$ cat src/rtl/dmem_mmio_bridge.sv
// CPU data-port bridge: passes loads/stores through to data_memory and decodes a 256-byte
// MMIO window (console TX FIFO, TOHOST halt register, cycle counter under MMIO_CYCLE_COUNTER_EN).
module dmem_mmio_bridge #(
    parameter logic [31:0] MMIO_BASE  = 32'hFFFF_0000,
    parameter int          FIFO_DEPTH = 8
) (
    input  logic        clk,
    input  logic        rst,
    input  logic [31:0] cpu_addr,
    input  logic [31:0] cpu_wdata,
    input  logic        cpu_we,
    input  logic        cpu_re,
    input  logic [3:0]  cpu_byte_en,
    output logic [31:0] cpu_rdata,
    output logic [31:0] mem_addr,
    output logic [31:0] mem_wdata,
    output logic        mem_we,
    output logic        mem_re,
    output logic [3:0]  mem_byte_en,
    input  logic [31:0] mem_rdata,
    output logic        con_valid,
    output logic [7:0]  con_data,
    input  logic        con_ready,
    output logic        halted,
    output logic [31:0] exit_code
);

    localparam int AW = $clog2(FIFO_DEPTH);
    localparam int CW = AW + 1;

    localparam logic [5:0] IDX_TXDATA   = 6'd0;
    localparam logic [5:0] IDX_STATUS   = 6'd1;
    localparam logic [5:0] IDX_TOHOST   = 6'd2;
    localparam logic [5:0] IDX_CYCLE_LO = 6'd3;
    localparam logic [5:0] IDX_CYCLE_HI = 6'd4;

    logic        sel;
    logic [5:0]  reg_idx;
    logic [31:0] mmio_rdata;
    logic [31:0] status_word;

    logic [7:0]    fifo_mem [0:FIFO_DEPTH-1];
    logic [AW-1:0] rd_ptr_reg, rd_ptr_next;
    logic [AW-1:0] wr_ptr_reg, wr_ptr_next;
    logic [CW-1:0] count_reg, count_next;
    logic          overflow_reg, overflow_next;
    logic          halted_reg;
    logic [31:0]   exit_code_reg, exit_code_next;

    logic fifo_empty, fifo_full;
    logic push_req, push_ok, pop;
    logic status_wr, tohost_wr;

    assign sel     = (cpu_addr[31:8] == MMIO_BASE[31:8]);
    assign reg_idx = cpu_addr[7:2];

    // Address, data and lanes always mirror the CPU; only the strobes are gated by the decode.
    assign mem_addr    = cpu_addr;
    assign mem_wdata   = cpu_wdata;
    assign mem_byte_en = cpu_byte_en;
    assign mem_we      = cpu_we & ~sel;
    assign mem_re      = cpu_re & ~sel;
    assign cpu_rdata   = sel ? mmio_rdata : mem_rdata;

    assign fifo_empty = (count_reg == '0);
    assign fifo_full  = (count_reg == CW'(FIFO_DEPTH));
    assign con_valid  = ~fifo_empty;
    assign con_data   = fifo_mem[rd_ptr_reg];
    assign halted     = halted_reg;
    assign exit_code  = exit_code_reg;

    assign pop       = con_valid & con_ready;
    assign push_req  = sel & cpu_we & (reg_idx == IDX_TXDATA) & cpu_byte_en[0];
    // A push into a full FIFO still fits when the head leaves in the same cycle.
    assign push_ok   = push_req & (~fifo_full | pop);
    assign status_wr = sel & cpu_we & (reg_idx == IDX_STATUS);
    assign tohost_wr = sel & cpu_we & (reg_idx == IDX_TOHOST) & (cpu_byte_en != 4'b0000);

    genvar gi;
    generate
        for (gi = 0; gi < 4; gi++) begin : g_exit_lane
            assign exit_code_next[8*gi +: 8] = cpu_byte_en[gi] ? cpu_wdata[8*gi +: 8]
                                                               : exit_code_reg[8*gi +: 8];
        end
    endgenerate

    always_comb begin
        rd_ptr_next   = rd_ptr_reg;
        wr_ptr_next   = wr_ptr_reg;
        count_next    = count_reg;
        overflow_next = overflow_reg;
        if (pop)
            rd_ptr_next = rd_ptr_reg + 1'b1;
        if (push_ok)
            wr_ptr_next = wr_ptr_reg + 1'b1;
        if (push_ok && !pop)
            count_next = count_reg + 1'b1;
        else if (pop && !push_ok)
            count_next = count_reg - 1'b1;
        if (push_req && !push_ok)
            overflow_next = 1'b1;
        else if (status_wr)
            overflow_next = 1'b0;
    end

    always_ff @(posedge clk) begin
        if (rst) begin
            rd_ptr_reg    <= '0;
            wr_ptr_reg    <= '0;
            count_reg     <= '0;
            overflow_reg  <= 1'b0;
            halted_reg    <= 1'b0;
            exit_code_reg <= '0;
        end else begin
            rd_ptr_reg   <= rd_ptr_next;
            wr_ptr_reg   <= wr_ptr_next;
            count_reg    <= count_next;
            overflow_reg <= overflow_next;
            if (tohost_wr) begin
                halted_reg    <= 1'b1;
                exit_code_reg <= exit_code_next;
            end
        end
    end

    // Storage is left uninitialised on reset so it can map onto RAM.
    always_ff @(posedge clk) begin
        if (push_ok)
            fifo_mem[wr_ptr_reg] <= cpu_wdata[7:0];
    end

    assign status_word = {16'h0000, {(8 - CW){1'b0}}, count_reg,
                          4'h0, halted_reg, overflow_reg, fifo_empty, fifo_full};

`ifdef MMIO_CYCLE_COUNTER_EN
    logic [63:0] cycle_reg;

    always_ff @(posedge clk) begin
        if (rst)
            cycle_reg <= '0;
        else if (!halted_reg)
            cycle_reg <= cycle_reg + 64'd1;
    end

    always_comb begin
        mmio_rdata = '0;
        case (reg_idx)
            IDX_STATUS:   mmio_rdata = status_word;
            IDX_TOHOST:   mmio_rdata = exit_code_reg;
            IDX_CYCLE_LO: mmio_rdata = cycle_reg[31:0];
            IDX_CYCLE_HI: mmio_rdata = cycle_reg[63:32];
            default:      mmio_rdata = '0;
        endcase
    end
`else
    always_comb begin
        mmio_rdata = '0;
        case (reg_idx)
            IDX_STATUS: mmio_rdata = status_word;
            IDX_TOHOST: mmio_rdata = exit_code_reg;
            default:    mmio_rdata = '0;
        endcase
    end
`endif

endmodule

$ cat config.mk
export PLATFORM = sky130hd
export DESIGN_NAME = dmem_mmio_bridge
export DESIGN_NICKNAME = d
export VERILOG_FILES = /design/src/rtl/dmem_mmio_bridge.sv
export SDC_FILE = /design/constraint.sdc
export NUM_CORES = 1
export LEC_CHECK = 0
export BUFFER_PORTS_ARGS = -buffer_cell sky130_fd_sc_hd__buf_2
export CAP_MARGIN = 20
export CORE_UTILIZATION = 50
export DETAILED_ROUTE_END_ITERATION = 10
export PLACE_DENSITY = 0.88
export SLEW_MARGIN = 20
export SYNTH_ARGS = -nofsm -noshare
export SYNTH_HDL_FRONTEND = slang
export SYNTH_SLANG_ARGS = --single-unit
$ cat constraint.sdc
create_clock -name clk -period 8.43 [get_ports clk]
set_input_delay 0.4215 -clock clk [delete_from_list [all_inputs] [get_ports clk]]
set_output_delay 0.4215 -clock clk [all_outputs]
set_load 0.03 [all_outputs]
# After elaboration in Yosys (flattened, before gate mapping)
# Memory sizes are Yosys's and may differ from the RTL's. A register that Yosys moved wholly into a read port is not among the register bits.
# Cells that the tools add are included.
# op_classes
muxes	10
addsub	4
n_bitwise	14
reduce_logical	14
n_eq_ne	4
# ops
op	count
$pmux W32 S2	1
$mux W32	1
$eq A24 B24 Y1 const B	1
$and A1 B1 Y1	10
$mux W4	2
$reduce_and A2 Y1	4
$add A3 B1 Y3 const B	2
$eq A6 B1 Y1 const B	1
$eq A6 B2 Y1 const B	1
$logic_not A6 Y1	1
$mux W3	2
$add A4 B1 Y4 const B	1
$eq A4 B4 Y1 const B	1
$logic_not A4 Y1	1
$mux W1	4
$reduce_bool A2 Y1	2
$reduce_bool A4 Y1	1
$sub A4 B1 Y4 const B	1
$logic_and A1 B1 Y1	3
$not A1 Y1	3
$logic_not A1 Y1	2
$or A1 B1 Y1	1
# totals
register_bits	44
memories	1
out_inout_bits	144
in_bits	105
mem_bits_rw	64
# mem_list
name	words	width	rd	rd_clocked_by_memory_dff	write_ports	line_no	text
fifo_mem	8	8	1	1	1	42	logic [7:0] fifo_mem [0:FIFO_DEPTH-1];

# Logic depth before layout (Yosys ltp)
# depth
depth_word	9
ltp_mapped	12
ltp_nobuf	12

# Worst setup path before layout
# No wires, ideal clock.
# synth_timing
path_kind	input -> register
start	in cpu_addr[5]
end	reg count_reg[3]
t_required_ps	8360
setup_time_ps	70
n_path_buf	0
arrival_time_ps	3276
slack_ps	5084
stages	12
path_cell_list	or4_4 > or4b_4 > and4b_1 > and2_1 > ha_1 > inv_1 > ha_1 > a21o_1 > a21oi_1 > xnor2_1 > or3_1 > a21oi_1
# synth_between
elab_chain_len	7
word_cells_on_any_way	9
classes_between	mux: 1; bitwise: 3; reduce/logical: 5
# synth_rtl
element	line_no	text
start, declared	9	input logic [31:0] cpu_addr,
$logic_not A6 Y1 *	73	assign push_req = sel & cpu_we & (reg_idx == IDX_TXDATA) & cpu_byte_en[0];
$and A1 B1 Y1 * (2 in a row)	73	
$and A1 B1 Y1 *	75	assign push_ok = push_req & (~fifo_full | pop);
via push_ok	51	logic push_req, push_ok, pop;
$logic_not A1 Y1	98	else if (pop && !push_ok)
$logic_and A1 B1 Y1	98	
$reduce_bool A2 Y1 (no line)	-	
end signal, assigned	117	count_reg <= count_next;
end, declared	45	logic [CW-1:0] count_reg, count_next;
# Mark *: on every way through the listed nets, which the timed path passes. The rest lies on a longest branch.
# A chain may end at the register's enable or synchronous reset.

# Final worst setup path
# layout_timing
start	in cpu_addr[9]
end	out cpu_rdata[3]
# layout_between
elab_chain_len	2
# layout_rtl
element	line_no	text
$eq A24 B24 Y1	54	assign sel = (cpu_addr[31:8] == MMIO_BASE[31:8]);
$mux W32	63	assign cpu_rdata = sel ? mmio_rdata : mem_rdata;
end, declared	14	output logic [31:0] cpu_rdata,
# No other way between the ends.

==> summary.txt <==
Worst hold path
  • Cells on Worst Hold Path: 3
  • Origin of the worst min-delay path: cpu_wdata[15]
  • Hold EP: exit_code[15]$_SDFFE_PP0P_
  • Hold Path Class: input pin to flip-flop

Critical path
  • Worst R2R Path Depth: 12
  • Crit. End Element: output pin
  • Flop2flop setup slack: roughly 5.2 ns
  • Top Family by Delay on Critical Path: simple AND/OR/NAND/NOR gates
  • CP max FO: 67
  • Setup crit start kind: input pin
  • Crit path cell chain: buf_2, or4_1, nor4_2, nand2_2, o21ai_0, buf_2
  • CP max-delay cell: o21ai_0
  • CP max stage delay: 0.84 ns
  • CP dominant cell by count: buf_2
  • R2r endpoint: count_reg[3]$_SDFFE_PP0P_
  • CP arrival: 3.62 ns
  • Crit Path Class: input pin to output pin
  • Worst path buffer plus inverter count: 2
  • Req. time, crit path: roughly 8 ns
  • R2R Path Start: count_reg[0]$_SDFFE_PP0P_

Clock network
  • Clk sinks: about 110
  • Setup bufs post-CTS: 0
  • Max Buffers Root-to-Sink: 2
  • PostCTS Resize Cnt: 0
  • CTS Hold Bufs: 0
  • Later-pin clock latency in the skew report: roughly 0.37 ns
  • Clock-pin slew on the worst setup and hold paths: between 0.1 and 0.15 ns
  • CTS tree: yes
  • H-tree level count: 3
  • CTS Root Cell: clkbuf_8
  • Total CTS buffers: 9

Synthesis
  • Synth area leaders: edfxtp_1 34%, dfxtp_1 17%, buf_4 9.1%
  • Synthesized flop and latch total: about 110
  • Synth Flop Type: edfxtp_1
  • Synth cell types: 47
  • Post-Syn Nets: around 630
  • Sequential area share after synthesis: 0.5098
  • Mapped Cells: between 500 and 600
  • Synth area leader: edfxtp_1
  • Synth top area share: 0.3422
  • Ys Warns: 0
  • Async S/R FF share, synth: 0
  • Synthesized area: approximately 5600 µm²
  • Post-synth EDFFs: between 60 and 70
  • Avg Cell Area, Syn: ~11 µm²

Layout
  • Final #Nets: between 700 and 800
  • Share of cells above drive strength 1: 0.4290
  • FILL cells: ~880
  • Total area of multi-input combinational cells: ~2100 µm²
  • Area grow syn2layout: 18.00%
  • Sequential cell area: roughly 2900 µm²
  • Largest register FFs: 64

Placement
  • GP Congestion: between 0.9 and 1
  • IO buf count: 244
  • Pre-CTS WS: 4.397 ns
  • Hpwl dp: roughly 12 mm

Detailed routing
  • Initial DRT Pass Iterations: 5
  • Post-route ant nets: 0
  • Routed Wire Length: 15.41 mm
  • DR iter-0 viols: 357
  • Via density: between 5 and 6
  • DR WL/cell: 18.54 µm
  • Vias: approximately 4600
  • DRC errors left: 0

GRT
  • Vias in the first global route: 4277
  • Initial antenna violation count: 2
  • Gr ovfl total: 0
  • First-pass GRT wire length: 22.61 mm
  • Largest net degree at the start of global routing: 79
  • GRT Resource Usage Total: 0.2619

Pwr
  • Worst VDD drop: 0.09034 mV
  • Switch Pwr: roughly 430 µW
  • PD cells: approximately 190 nW/µm²
  • Flop pwr share: 0.487
  • Internal power: between 800 and 900 µW
  • Leakage: roughly 2.7 nW
  • Comb pwr share: 0.283
  • Sw frac: 0.3381
  • Part of the power in the clock network: 0.230

Timing
  • Final WS setup: approximately 4.4 ns
  • TNS Setup: 0 ns
  • Max Slew Vio Count: 0
  • Rel. slew slack: 0.3135
  • Minimum clock period: just over 4 ns
  • Worst-Margin Slew: just over 1 ns
  • Worst Skew: around 0.014 ns
  • Period utilisation layout: 0.4798
  • RSZ-0062 raised after global routing: no
  • Final setup viols: 0
  • Max frequency: 247.2 MHz
  • Fin. Hold Viols: 0

Floorplan
  • I/O Pins: between 200 and 250
  • Die footprint: 11660 µm²
  • Row count: 38
  • Placeable core area: ~11000 µm²
  • Die Height: 108.0 µm
  • Die width: between 100 and 150 µm
  • Initial Util: 0.5157

Outcome
  • Status: completed

Run
  • Max_cap viols: 0
worst reg2reg max path, stage by stage, from the launching register on:
cell,delay [ns]
dfxtp_1,0.39
nor3_1,0.42
nand3b_1,0.30
and4b_1,0.36
and2_1,0.19
ha_1,0.23
inv_1,0.12
ha_1,0.24
a21o_1,0.17
a21oi_1,0.16
xnor2_1,0.10
or3_1,0.30
a21oi_1,0.14
placed cells by master, fill, tap and decap left out, drive strengths merged, types with 2 or more instances in the layout:
cell type    n
a21oi        7
a22oi        5
a32oi        2
and2         8
buf        249
clkbuf      10
clkinv       3
dfxtp       47
edfxtp      64
ha           5
inv          6
mux2         8
mux4        16
nand2       62
nand2b      35
nand3        4
nand3b      35
nand4       12
nor2        16
nor3         3
nor3b        2
nor4         2
o21ai       65
or4          4
xnor2        2
xor2         3
logic make-up (layout without fill, tap and decap cells):
logic type / after synthesis / count (layout) / synth area share
compound gates: 86 / 86 / 0.08490
xor+xnor: 5 / 5 / 0.007800
buf+inv: 98 / 268 / 0.1114
mux: 25 / 25 / 0.08200
flops: 111 / 111 / 0.5098
simple gates: 189 / 189 / 0.1894
fa+ha+maj: 6 / 6 / 0.01471
other cells: 0 / 1 / 0
Yosys cell counts (2+ instances only):
library cell,number
dfxtp_1,47
a32oi_1,2
buf_4,68
o21ai_1,2
xnor2_1,2
and2_1,6
xor2_1,3
o21ai_0,63
a22oi_1,5
a21oi_1,7
mux2_2,8
nand4_1,12
or4_1,3
nand2b_1,34
nor2_1,16
buf_1,5
ha_1,5
nand3_1,4
nand2_1,62
clkbuf_1,20
buf_2,2
inv_1,3
nor3_1,3
and2_0,2
edfxtp_1,64
nor3b_1,2
mux4_2,16
nand3b_1,35
worst max-delay path by stage:
stage / slack [ns] / from / cells past startpoint / endpoint
after detailed placement: 4.40 / cpu_addr[9] / 6 / cpu_rdata[3]
after CTS: 4.39 / cpu_addr[9] / 6 / cpu_rdata[3]
final: 4.39 / cpu_addr[9] / 6 / cpu_rdata[3]
after global placement: 4.45 / cpu_addr[9] / 6 / cpu_rdata[3]
after global routing: 4.26 / cpu_addr[9] / 6 / cpu_rdata[3]
after floorplan: 5.08 / cpu_addr[5] / 12 / count_reg[3]$_SDFFE_PP0P_
power groups by stage:
stage / registers, mW / clock network (mW) / logic (mW)
finish: 0.625 / 0.295 / 0.363
global route: 0.631 / 0.322 / 0.389
CTS: 0.626 / 0.300 / 0.363
detailed placement: 0.638 / 0 / 0.361
global placement: 0.636 / 0 / 0.352
floorplan: 0.611 / 0 / 0.300
metrics by stage:
step,util,area (µm²),std cells,power (mW),hold slack [ns]
finish,0.6086,6626,831,1.283,0.3004
global route,0.6086,6626,831,1.342,0.2883
CTS,0.6083,6623,830,1.289,0.2885
detailed placement,0.5917,6442,814,0.9998,0.4870
global placement,0.5917,6442,814,0.9875,0.4674
floorplan,-,5615,520,0.9110,0.4541
metal layers:
metal,vias up,track usage,share of wire
met1,2189,0.3190,0.39
met5,-,0,0.0024
met2,235,0.4436,0.51
li1,2129,-,-
met3,32,0.06510,0.072
met4,2,0.1067,0.024
final cells by class:
class                   count  share of cell area
diodes                      1           0.0003776
clock buffers              10             0.01926
clock inverters             6            0.007931
inverters                   3            0.001699
multi-input cells         311              0.3221
flip-flops and latches    111              0.4322
well taps                 140             0.02644
repair buffers            249              0.1900
(Power assumes the default switching activity.)
